===== config.mk =====
export PLATFORM = sky130hd
export DESIGN_NAME = fetch_unit
export DESIGN_NICKNAME = d
export VERILOG_FILES = /design/src/rtl/riscv_cpu_pkg.sv /design/src/rtl/fetch_fifo.sv /design/src/rtl/fetch_unit_chk.sv /design/src/rtl/fetch_unit.sv
export SDC_FILE = /design/constraint.sdc
export NUM_CORES = 1
export LEC_CHECK = 0
export ABC_AREA = 1
export CAP_MARGIN = 30
export CORE_ASPECT_RATIO = 0.75
export CORE_MARGIN = 1
export CORE_UTILIZATION = 40
export CTS_BUF_LIST = sky130_fd_sc_hd__clkbuf_4 sky130_fd_sc_hd__clkbuf_8 sky130_fd_sc_hd__clkbuf_16
export CTS_CLUSTER_DIAMETER = 60
export CTS_CLUSTER_SIZE = 40
export DETAILED_ROUTE_END_ITERATION = 8
export PLACE_DENSITY = 0.66
export SYNTH_ARGS = -nofsm -noshare
export SYNTH_HDL_FRONTEND = slang
export SYNTH_SLANG_ARGS = --single-unit

===== constraint.sdc =====
create_clock -name clk_i -period 4.11 [get_ports clk_i]
set_clock_uncertainty 0.15 [all_clocks]
set_input_delay 0.822 -clock clk_i [delete_from_list [all_inputs] [get_ports clk_i]]
set_output_delay 0.822 -clock clk_i [all_outputs]
set_load 0.02 [all_outputs]

===== src/rtl/riscv_cpu_pkg.sv =====
// -----------------------------------------------------------------------------
// riscv_cpu_pkg
// Shared constants for the CPU front end.
//   INSTR_NOP        : canonical no-op (addi x0, x0, 0), shown to decode when
//                      the fetch stage has nothing valid to offer.
//   FETCH_FIFO_DEPTH : default instruction buffer depth, which is also the
//                      default limit on in-flight fetch requests.
// -----------------------------------------------------------------------------
package riscv_cpu_pkg;
   localparam logic [31:0] INSTR_NOP        = 32'h0000_0013;
   localparam int          FETCH_FIFO_DEPTH = 2;
endpackage


===== src/rtl/fetch_fifo.sv =====
// -----------------------------------------------------------------------------
// fetch_fifo
// Synchronous shift-register FIFO. Entry 0 is always the head, so data_o comes
// straight from a register. Unused entries hold EMPTY_VAL, so an empty FIFO
// presents EMPTY_VAL on data_o. Flush beats push and pop. A push while full
// and a pop while empty are ignored.
// Ports:
//   clk_i, rst_i      : clock, synchronous active-high reset
//   push_i, data_i    : write a word at the tail
//   pop_i             : drop the head word
//   flush_i           : empty the FIFO
//   data_o            : head word (EMPTY_VAL when empty)
//   full_o, empty_o   : status (empty_o is a register)
//   count_o           : number of stored words
// -----------------------------------------------------------------------------
module fetch_fifo
   import riscv_cpu_pkg::*;
#(
   parameter int               DEPTH     = FETCH_FIFO_DEPTH,
   parameter int               WIDTH     = 32,
   parameter logic [WIDTH-1:0] EMPTY_VAL = '0,
   localparam int              CW        = $clog2(DEPTH) + 1
) (
   input  logic             clk_i,
   input  logic             rst_i,
   input  logic             push_i,
   input  logic             pop_i,
   input  logic             flush_i,
   input  logic [WIDTH-1:0] data_i,
   output logic [WIDTH-1:0] data_o,
   output logic             full_o,
   output logic             empty_o,
   output logic [CW-1:0]    count_o
);

   logic [WIDTH-1:0] r_mem   [DEPTH];
   logic [WIDTH-1:0] w_shift [DEPTH];
   logic [WIDTH-1:0] w_mem_n [DEPTH];
   logic [CW-1:0]    r_count;
   logic [CW-1:0]    w_count_n;
   logic [CW-1:0]    w_wr_idx;
   logic             r_empty;
   logic             w_push;
   logic             w_pop;

   assign w_push   = push_i && (r_count != CW'(DEPTH));
   assign w_pop    = pop_i && !r_empty;
   // After a pop the tail slot moves down by one.
   assign w_wr_idx = r_count - CW'(w_pop);

   // Storage contents shifted down by one entry, refilling the top with EMPTY_VAL.
   always_comb begin
      for (int i = 0; i < DEPTH; i++) begin
         w_shift[i] = EMPTY_VAL;
      end
      for (int i = 0; i < DEPTH - 1; i++) begin
         w_shift[i] = r_mem[i + 1];
      end
   end

   // Next-state for storage and occupancy.
   always_comb begin
      w_count_n = r_count;
      for (int i = 0; i < DEPTH; i++) begin
         w_mem_n[i] = r_mem[i];
      end
      if (flush_i) begin
         w_count_n = '0;
         for (int i = 0; i < DEPTH; i++) begin
            w_mem_n[i] = EMPTY_VAL;
         end
      end else begin
         w_count_n = r_count + CW'(w_push) - CW'(w_pop);
         for (int i = 0; i < DEPTH; i++) begin
            if (w_push && (w_wr_idx == CW'(i))) begin
               w_mem_n[i] = data_i;
            end else if (w_pop) begin
               w_mem_n[i] = w_shift[i];
            end else begin
               w_mem_n[i] = r_mem[i];
            end
         end
      end
   end

   // Storage, occupancy and registered empty flag.
   always_ff @(posedge clk_i) begin
      if (rst_i) begin
         r_count <= '0;
         r_empty <= 1'b1;
         for (int i = 0; i < DEPTH; i++) begin
            r_mem[i] <= EMPTY_VAL;
         end
      end else begin
         r_count <= w_count_n;
         r_empty <= (w_count_n == '0);
         for (int i = 0; i < DEPTH; i++) begin
            r_mem[i] <= w_mem_n[i];
         end
      end
   end

   assign data_o  = r_mem[0];
   assign full_o  = (r_count == CW'(DEPTH));
   assign empty_o = r_empty;
   assign count_o = r_count;

endmodule


===== src/rtl/fetch_unit_chk.sv =====
// -----------------------------------------------------------------------------
// fetch_unit_chk
// Protocol checks for fetch_unit.
// Ports:
//   clk_i, rst_i    : clock, synchronous active-high reset
//   rvalid_i        : memory response valid
//   push_i, full_i  : FIFO push request and FIFO full flag
//   outstanding_i   : granted requests that are still awaiting a response
//   discard_i       : in-flight responses still to be dropped
// -----------------------------------------------------------------------------
module fetch_unit_chk #(
   parameter int CW = 2
) (
   input logic          clk_i,
   input logic          rst_i,
   input logic          rvalid_i,
   input logic          push_i,
   input logic          full_i,
   input logic [CW-1:0] outstanding_i,
   input logic [CW-1:0] discard_i
);

   // Sample the protocol rules on every clock outside reset.
   always @(posedge clk_i) begin
      if (!rst_i) begin
         assert (!(rvalid_i && (outstanding_i == '0) && (discard_i == '0)))
            else $error("fetch_unit: rvalid with no request in flight");
         assert (!(push_i && full_i))
            else $error("fetch_unit: push into a full instruction buffer");
      end
   end

endmodule


===== src/rtl/fetch_unit.sv =====
// -----------------------------------------------------------------------------
// fetch_unit
// Instruction fetch stage. It holds the fetch PC and issues word requests over
// req/gnt/rvalid. Returned words are buffered in fetch_fifo and handed to
// decode with their PC over valid/ready. A redirect flushes the old path.
// Ports:
//   clk_i, rst_i                       : clock, synchronous active-high reset
//   instr_req_o/addr_o/gnt_i           : request side of the memory port
//   instr_rvalid_i/rdata_i             : response side of the memory port
//   redirect_i/redirect_addr_i         : jump or taken-branch target
//   instr_valid_o/ready_i/instr_o/pc_o : decode handshake (all outputs registered
//                                        except instr_req_o)
// -----------------------------------------------------------------------------
module fetch_unit
   import riscv_cpu_pkg::*;
#(
   parameter logic [31:0] BOOT_ADDR  = 32'h0000_0000,
   parameter int          FIFO_DEPTH = FETCH_FIFO_DEPTH
) (
   input  logic        clk_i,
   input  logic        rst_i,
   output logic        instr_req_o,
   output logic [31:0] instr_addr_o,
   input  logic        instr_gnt_i,
   input  logic        instr_rvalid_i,
   input  logic [31:0] instr_rdata_i,
   input  logic        redirect_i,
   input  logic [31:0] redirect_addr_i,
   output logic        instr_valid_o,
   input  logic        instr_ready_i,
   output logic [31:0] instr_o,
   output logic [31:0] pc_o
);

   localparam int          CW      = $clog2(FIFO_DEPTH) + 1;
   localparam logic [CW:0] DEPTH_C = (CW + 1)'(FIFO_DEPTH);

   logic [31:0]   r_fetch_pc, w_fetch_pc_n;
   logic [31:0]   r_head_pc,  w_head_pc_n;
   // The discard counter only counts the responses that were in flight at a
   // redirect. The memory is therefore expected to keep the total in flight
   // within its range.
   logic [CW-1:0] r_outstanding, w_outstanding_n;
   logic [CW-1:0] r_discard,     w_discard_n;

   logic [31:0]   w_tgt;
   logic [CW-1:0] w_count;
   logic [CW:0]   w_credit;
   logic          w_empty, w_full, w_valid, w_pop, w_fire;
   logic          w_rsp_drop, w_rsp_keep, w_push;

   assign w_tgt   = redirect_addr_i & 32'hFFFF_FFFC;
   assign w_valid = !w_empty;
   assign w_pop   = w_valid && instr_ready_i;

   // Credit the word that decode takes this cycle, so that single-cycle
   // memory can sustain one instruction per clock.
   assign w_credit    = {1'b0, r_outstanding} + {1'b0, w_count} - (CW + 1)'(w_pop);
   assign instr_req_o = !rst_i && (w_credit < DEPTH_C);
   assign instr_addr_o = r_fetch_pc;
   assign w_fire      = instr_req_o && instr_gnt_i;

   // Stale responses drain first, because memory answers in order.
   assign w_rsp_drop = instr_rvalid_i && (r_discard != '0);
   assign w_rsp_keep = instr_rvalid_i && (r_discard == '0) && (r_outstanding != '0);
   assign w_push     = w_rsp_keep && !redirect_i;

   // Next-state for the PC registers and the credit and discard counters.
   always_comb begin
      w_fetch_pc_n    = r_fetch_pc;
      w_head_pc_n     = r_head_pc;
      w_outstanding_n = r_outstanding;
      w_discard_n     = r_discard;
      if (redirect_i) begin
         w_fetch_pc_n    = w_tgt;
         w_head_pc_n     = w_tgt;
         w_outstanding_n = '0;
         // Every request still in flight, including one granted now, turns
         // stale. A response arriving now has already left that total.
         w_discard_n     = r_discard + r_outstanding + CW'(w_fire)
                           - CW'(w_rsp_drop || w_rsp_keep);
      end else begin
         if (w_fire) begin
            w_fetch_pc_n = r_fetch_pc + 32'd4;
         end else begin
            w_fetch_pc_n = r_fetch_pc;
         end
         if (w_pop) begin
            w_head_pc_n = r_head_pc + 32'd4;
         end else begin
            w_head_pc_n = r_head_pc;
         end
         w_outstanding_n = r_outstanding + CW'(w_fire) - CW'(w_rsp_keep);
         w_discard_n     = r_discard - CW'(w_rsp_drop);
      end
   end

   // PC and counter registers.
   always_ff @(posedge clk_i) begin
      if (rst_i) begin
         r_fetch_pc    <= BOOT_ADDR;
         r_head_pc     <= BOOT_ADDR;
         r_outstanding <= '0;
         r_discard     <= '0;
      end else begin
         r_fetch_pc    <= w_fetch_pc_n;
         r_head_pc     <= w_head_pc_n;
         r_outstanding <= w_outstanding_n;
         r_discard     <= w_discard_n;
      end
   end

   fetch_fifo #(
      .DEPTH     (FIFO_DEPTH),
      .WIDTH     (32),
      .EMPTY_VAL (INSTR_NOP)
   ) u_fifo (
      .clk_i   (clk_i),
      .rst_i   (rst_i),
      .push_i  (w_push),
      .pop_i   (w_pop && !redirect_i),
      .flush_i (redirect_i),
      .data_i  (instr_rdata_i),
      .data_o  (instr_o),
      .full_o  (w_full),
      .empty_o (w_empty),
      .count_o (w_count)
   );

   assign instr_valid_o = w_valid;
   assign pc_o          = r_head_pc;

   fetch_unit_chk #(
      .CW (CW)
   ) u_chk (
      .clk_i         (clk_i),
      .rst_i         (rst_i),
      .rvalid_i      (instr_rvalid_i),
      .push_i        (w_push),
      .full_i        (w_full),
      .outstanding_i (r_outstanding),
      .discard_i     (r_discard)
   );

endmodule


# [Word level (Yosys, flattened, before mapping)]
# Memory sizes are Yosys's and may differ from the RTL's.
# Index checks and enable logic that the tools add are counted.
[word_totals] register_bits=71 mem_bits_rw=64 in_bits=70 memories=1
[op_classes] order_cmp=1 eq_ne=2 bitwise=2 addsub=13 n_reduce_logical=24 n_mux=16
[memory_table] memory="u_fifo.r_mem" words=2 width=32 rd=2 rd_clocked_by_memory_dff=0 wr=2 line_no="fetch_fifo.sv:36" text="logic [WIDTH-1:0] r_mem [DEPTH];"
[ops] op="32-bit two-way mux" n=10
[ops] op="32-bit by 3-bit adder with 32-bit output, second input constant" n=2
[ops] op="64-bit two-way mux" n=1
[ops] op="1-bit logical AND" n=12
[ops] op="2-bit by 1-bit subtractor with 2-bit output" n=5
[ops] op="2-bit nonzero test" n=4
[ops] op="2-bit by 1-bit adder with 2-bit output" n=3
[ops] op="2-bit zero test" n=3
[ops] op="2-bit two-way mux" n=2
[ops] op="2-bit by 2-bit adder with 3-bit output" n=1
[ops] op="1-bit zero test" n=3
[ops] op="3-bit by 2-bit < comparator with 1-bit output, second input constant" n=1
[ops] op="1-bit two-way mux" n=3
[ops] op="3-bit by 1-bit subtractor with 3-bit output" n=1
[ops] op="2-bit adder" n=1
[ops] op="2-bit by 1-bit == test with 1-bit output, second input constant" n=1
[ops] op="2-bit != test, second input constant" n=1
[ops] op="1-bit OR" n=2
[ops] op="2-bit OR reduction" n=1
[ops] op="1-bit logical OR" n=1

# [Logic depth before layout (Yosys ltp)]
[depth] word_depth=10 ltp_mapped=16 ltp_nobuf=15

# [By module]
# Synthesis repeated with hierarchy kept, for this count alone.
[hier_totals] hier_cells=1235 area_unflattened_um2=7997.7
[modules_own_cells] module="fetch_unit" instances=1 area_per_inst_um2=4626.9 seq_area_each_um2=1281.2 cells_per_inst=784
[modules_own_cells] module="fetch_fifo" instances=1 area_per_inst_um2=3370.7 seq_area_each_um2=1341.3 cells_per_inst=451

# [Worst setup path after synthesis]
# No wires, ideal clock.
[synth_timing] kind="input to register" start="input port instr_ready_i" end="register r_discard[1]" t_arrival_ns=2.886 path_stages=15 t_required_ns=3.844 setup_ns=0.116 slack_ns=0.958 cell_sequence="nand2_1 > nor2_1 > o21ai_0 > fa_1 > inv_1 > nor2_1 > nand3_1 > nor2_1 > buf_2 > fa_1 > xnor2_1 > xnor2_1 > nand2_1 > o211ai_1 > inv_1"
[synth_between] elab_chain_cells=8
[synth_rtl] item="start: declaration" line_no="fetch_unit.sv:30" text="input logic instr_ready_i,"
[synth_rtl] item="1-bit logical AND" line_no="fetch_unit.sv:54" text="assign w_pop = w_valid && instr_ready_i;"
[synth_rtl] item="3-bit by 1-bit subtractor with 3-bit output" line_no="fetch_unit.sv:58" text="assign w_credit = {1'b0, r_outstanding} + {1'b0, w_count} - (CW + 1)'(w_pop);"
[synth_rtl] item="3-bit by 2-bit < comparator with 1-bit output" line_no="fetch_unit.sv:59" text="assign instr_req_o = !rst_i && (w_credit < DEPTH_C);"
[synth_rtl] item="1-bit logical AND" line_no="fetch_unit.sv:59"
[synth_rtl] item="1-bit logical AND" line_no="fetch_unit.sv:61" text="assign w_fire = instr_req_o && instr_gnt_i;"
[synth_rtl] item="2-bit by 1-bit adder with 2-bit output" line_no="fetch_unit.sv:80" text="w_discard_n = r_discard + r_outstanding + CW'(w_fire)"
[synth_rtl] item="2-bit by 1-bit subtractor with 2-bit output" line_no="fetch_unit.sv:81" text="- CW'(w_rsp_drop || w_rsp_keep);"
[synth_rtl] item="2-bit two-way mux" line_no="fetch_unit.sv:74" text="if (redirect_i) begin"
[synth_rtl] item="end signal: assignment" line_no="fetch_unit.sv:109" text="r_discard <= w_discard_n;"
[synth_rtl] item="end: declaration" line_no="fetch_unit.sv:44" text="logic [CW-1:0] r_discard, w_discard_n;"
# No other way between the ends.
# A chain may end at the register's enable or synchronous reset.

# [Worst setup path in the final report]
[layout_timing] start="input port instr_ready_i" end="output port instr_req_o"
[layout_between] elab_chain_cells=4
[layout_rtl] item="1-bit logical AND" line_no="fetch_unit.sv:54"
[layout_rtl] item="3-bit by 1-bit subtractor with 3-bit output" line_no="fetch_unit.sv:58"
[layout_rtl] item="3-bit by 2-bit < comparator with 1-bit output" line_no="fetch_unit.sv:59"
[layout_rtl] item="1-bit logical AND" line_no="fetch_unit.sv:59"
[layout_rtl] item="end: declaration" line_no="fetch_unit.sv:22" text="output logic instr_req_o,"
# No other way between the ends.

==> results.md <==
- Mapped Cells: between 1000 and 1500
- H-tree lvl count: 4
- Syn avg cell area: 6.59 um2
- Post-DRT Antenna Nets: 0
- DR pass1 iterations: 7
- IO Pins: between 150 and 200
- Number of global-route vias before repair: 6777
- Status: finished clean
- Initial DRC count: roughly 700
- Clk pwr share: a little under half
- Hold slack: ~0.33 ns
- Final WS setup: 0.432 ns
- Vias post-DR: 7720
- Critical path capture point type: primary output
- Area contributors post-synth: dfxtp_1, nand2_1, nand3_1
- Internal: 2.48 mW
- Synth unique cells: 41
- Seq cells post-synth: approximately 130
- Sequential Power Share: approximately 40%
- N_diodes: 0
- Clock Pin Slew Worst Setup and Hold Paths: 0.06 ns
- Post-synthesis adder-cell area fraction: under 10%
- Warnings from Yosys: 0
- CP arrival: 2.71 ns
- Combinational fraction of design power: between 10% and 20%
- Total wire length: approximately 23000 um
- Count of final max-slew check failures: 0
- Async set-reset flop share out of synthesis: 0%
- Synth Area in XOR/XNOR: about 2.3%
- Starting Density: 41.0%
- Post-synthesis simple-gate area fraction: 32.4%
- Number of buffers created by CTS: 17
- Post-synth EDFFs: 0
- Gr usage total: between 20% and 30%
- Max_slew headroom: ~53%
- Yosys top cell by area: dfxtp_1
- Largest family of logic cells by synthesized area: simple AND/OR/NAND/NOR gates
- Hold Fails Final Rpt: 0
- Antenna violations before repair: 0
- Multiplexer share of the synthesized area: 0%
- Port bufs: between 150 and 200
- Cell Rows: between 40 and 50
- Worst Path Max Fanout: 2
- CTS Sinks: ~130
- Root Buffer Master: clkbuf_16
- Post-Syn Area: ~7600 um2
- CTS tree: done
- Most frequent cells in the layout: nand2_1, clkdlybuf4s50_1, dfxtp_1
- Worst Path Required: between 3 and 4 ns
- Final period utilization: 89.5%
- Final setup violation count: 0
- Post-route minimum period: ~3.7 ns
- PwrDens: about 350 nW/um2
- Hold path start: u_fifo.r_mem[0][41]
- Worst setup path class: input port to primary output
- DIE WIDTH: approximately 160 um
- Most common cell after layout, fill and taps aside: nand2_1
- Total core area: between 15000 and 20000 um2
- R2r startpoint: r_outstanding[1]
- Worst skew pair latency: 0.42 ns
- Final TNS setup: 0 ns
- Ys flop type: dfxtp_1
- Overall die height: 122 um
- Compound-gate portion of the synthesized area: about 16%
- Post-synth top area share: 34.3%
- Drt wl/cell: 15.2 um
- Final #Nets: between 1000 and 1500
- Register area share after synthesis: approximately 34%
- Largest net degree at the start of global routing: 68
- Total die area: 19700 um2
- Worst-Margin Slew: approximately 0.7 ns
- Layout cells sized above 1: between 7 and 8%
- RSZ-0062 raised after global routing: false
- Pre-CTS setup slack: 0.0810 ns
- Max IR drop VDD: roughly 0.26 mV
- Sw Ratio: 27.7%
- CP Launch Type: input port
- Hold Crit Class: register to register
- Max Freq: roughly 270 MHz
- Syn-to-layout area delta: 28.2%
- Max-cap viol count: 0
- GP Congestion: 0.942
- Post-DR vias/cell: 5.05
- GR Overflow Total: 0
- DRC viols: 0
- Clock Tree Buf Depth: 2
- CP Launch Point: instr_ready_i
- Switch Pwr: between 0.9 and 1 mW
- DP HPWL: 16700 um
- LEAKAGE: approximately 3.8 nW
- First-pass GRT wire length: 36800 um
[stage by stage]
stage / util (%) / power, mW / cell area [um2] / cells
floorplan: - / 1.62 / 7650 / 1162
global placement: 49.2 / 1.83 / 9170 / 1498
detailed placement: 49.2 / 1.83 / 9170 / 1498
CTS: 52.6 / 3.46 / 9790 / 1530
global route: 52.6 / 3.56 / 9790 / 1530
finish: 52.6 / 3.43 / 9790 / 1530
[flip-flops by register name, summed over array words and instances, names as in the netlist]
name,flops
r_discard,2
u_fifo.r_mem,64
u_fifo.count_o,2
instr_addr_o,30
pc_o,30
r_outstanding,2
u_fifo.empty_o,1
[what timing repair did]
action | CTS | global route
endpoints found under the setup margin | 0 | 1
resized for setup | 0 | 1
buffers inserted | 0 | 0
hold buffers | 0 | 0
[cells in the mapped netlist (3+ instances only)]
master	n
a21oi_1	72
a21oi_2	10
a31oi_1	23
buf_1	3
buf_2	20
buf_4	37
buf_6	5
clkbuf_1	20
dfxtp_1	131
ha_1	11
inv_1	111
inv_2	7
nand2_1	323
nand2_2	13
nand3_1	118
nand4_1	4
nor2_1	100
nor2_2	9
nor3_1	3
o211a_1	17
o21ai_0	37
o21ai_1	39
o22ai_1	3
or2_2	3
xnor2_1	6
xor2_1	14
[kinds of logic after synthesis]
| family | count (synthesis) |
|---|---|
| AOI/OAI and AO/OA | 205 |
| xor gates and xnor gates | 20 |
| adders and majority gates | 13 |
| buffers and inverters | 207 |
| DFF | 131 |
| other | 1 |
| and+or+nand+nor | 582 |
[per-layer routing]
layer	track usage, %	vias to the layer above	wire length, um	part of all wire [%]
met4	6.01	0	344	1.5
met5	0	-	0	0
li1	-	3933	-	-
met2	35.0	284	9630	41
met3	5.89	25	1930	8.3
met1	35.2	3478	11400	49
[power by group through the flow]
stage               clock [mW]  combinational (mW)  sequential, mW
finish                    1.62               0.436            1.37
global placement             0               0.431            1.40
detailed placement           0               0.436            1.40
global route              1.70               0.481            1.38
floorplan                    0               0.200            1.42
CTS                       1.65               0.438            1.37
[worst paths after layout]
check / endpoint / slack [ns] / cells after the start
worst max-delay path: instr_req_o / 0.43 / 10
worst min-delay path: u_fifo.r_mem[0][41] / 0.33 / 2
worst max register to register: r_outstanding[1] / 1.09 / 11
worst min register to register: u_fifo.r_mem[0][41] / 0.33 / 2
[critical path: stages]
cell and delay [ns]:
clkdlybuf4s50_1 0.48, nand2_1 0.07, nor2_1 0.11, o21ai_0 0.13, fa_1 0.50, inv_1 0.04, nor2_1 0.16, nand3_1 0.11
inv_1 0.07, dlymetal6s2s_1 0.21
[layout make-up]
type | instances | area, um2
well taps | 247 | 309
clock buffers | 17 | 425
clock inverters | 15 | 194
multi-input cells | 824 | 4050
repair buffers | 175 | 1730
fillers | 1914 | 8830
flip-flops and latches | 131 | 2620
inverters | 121 | 457
Power figures use the tool's default switching activity.
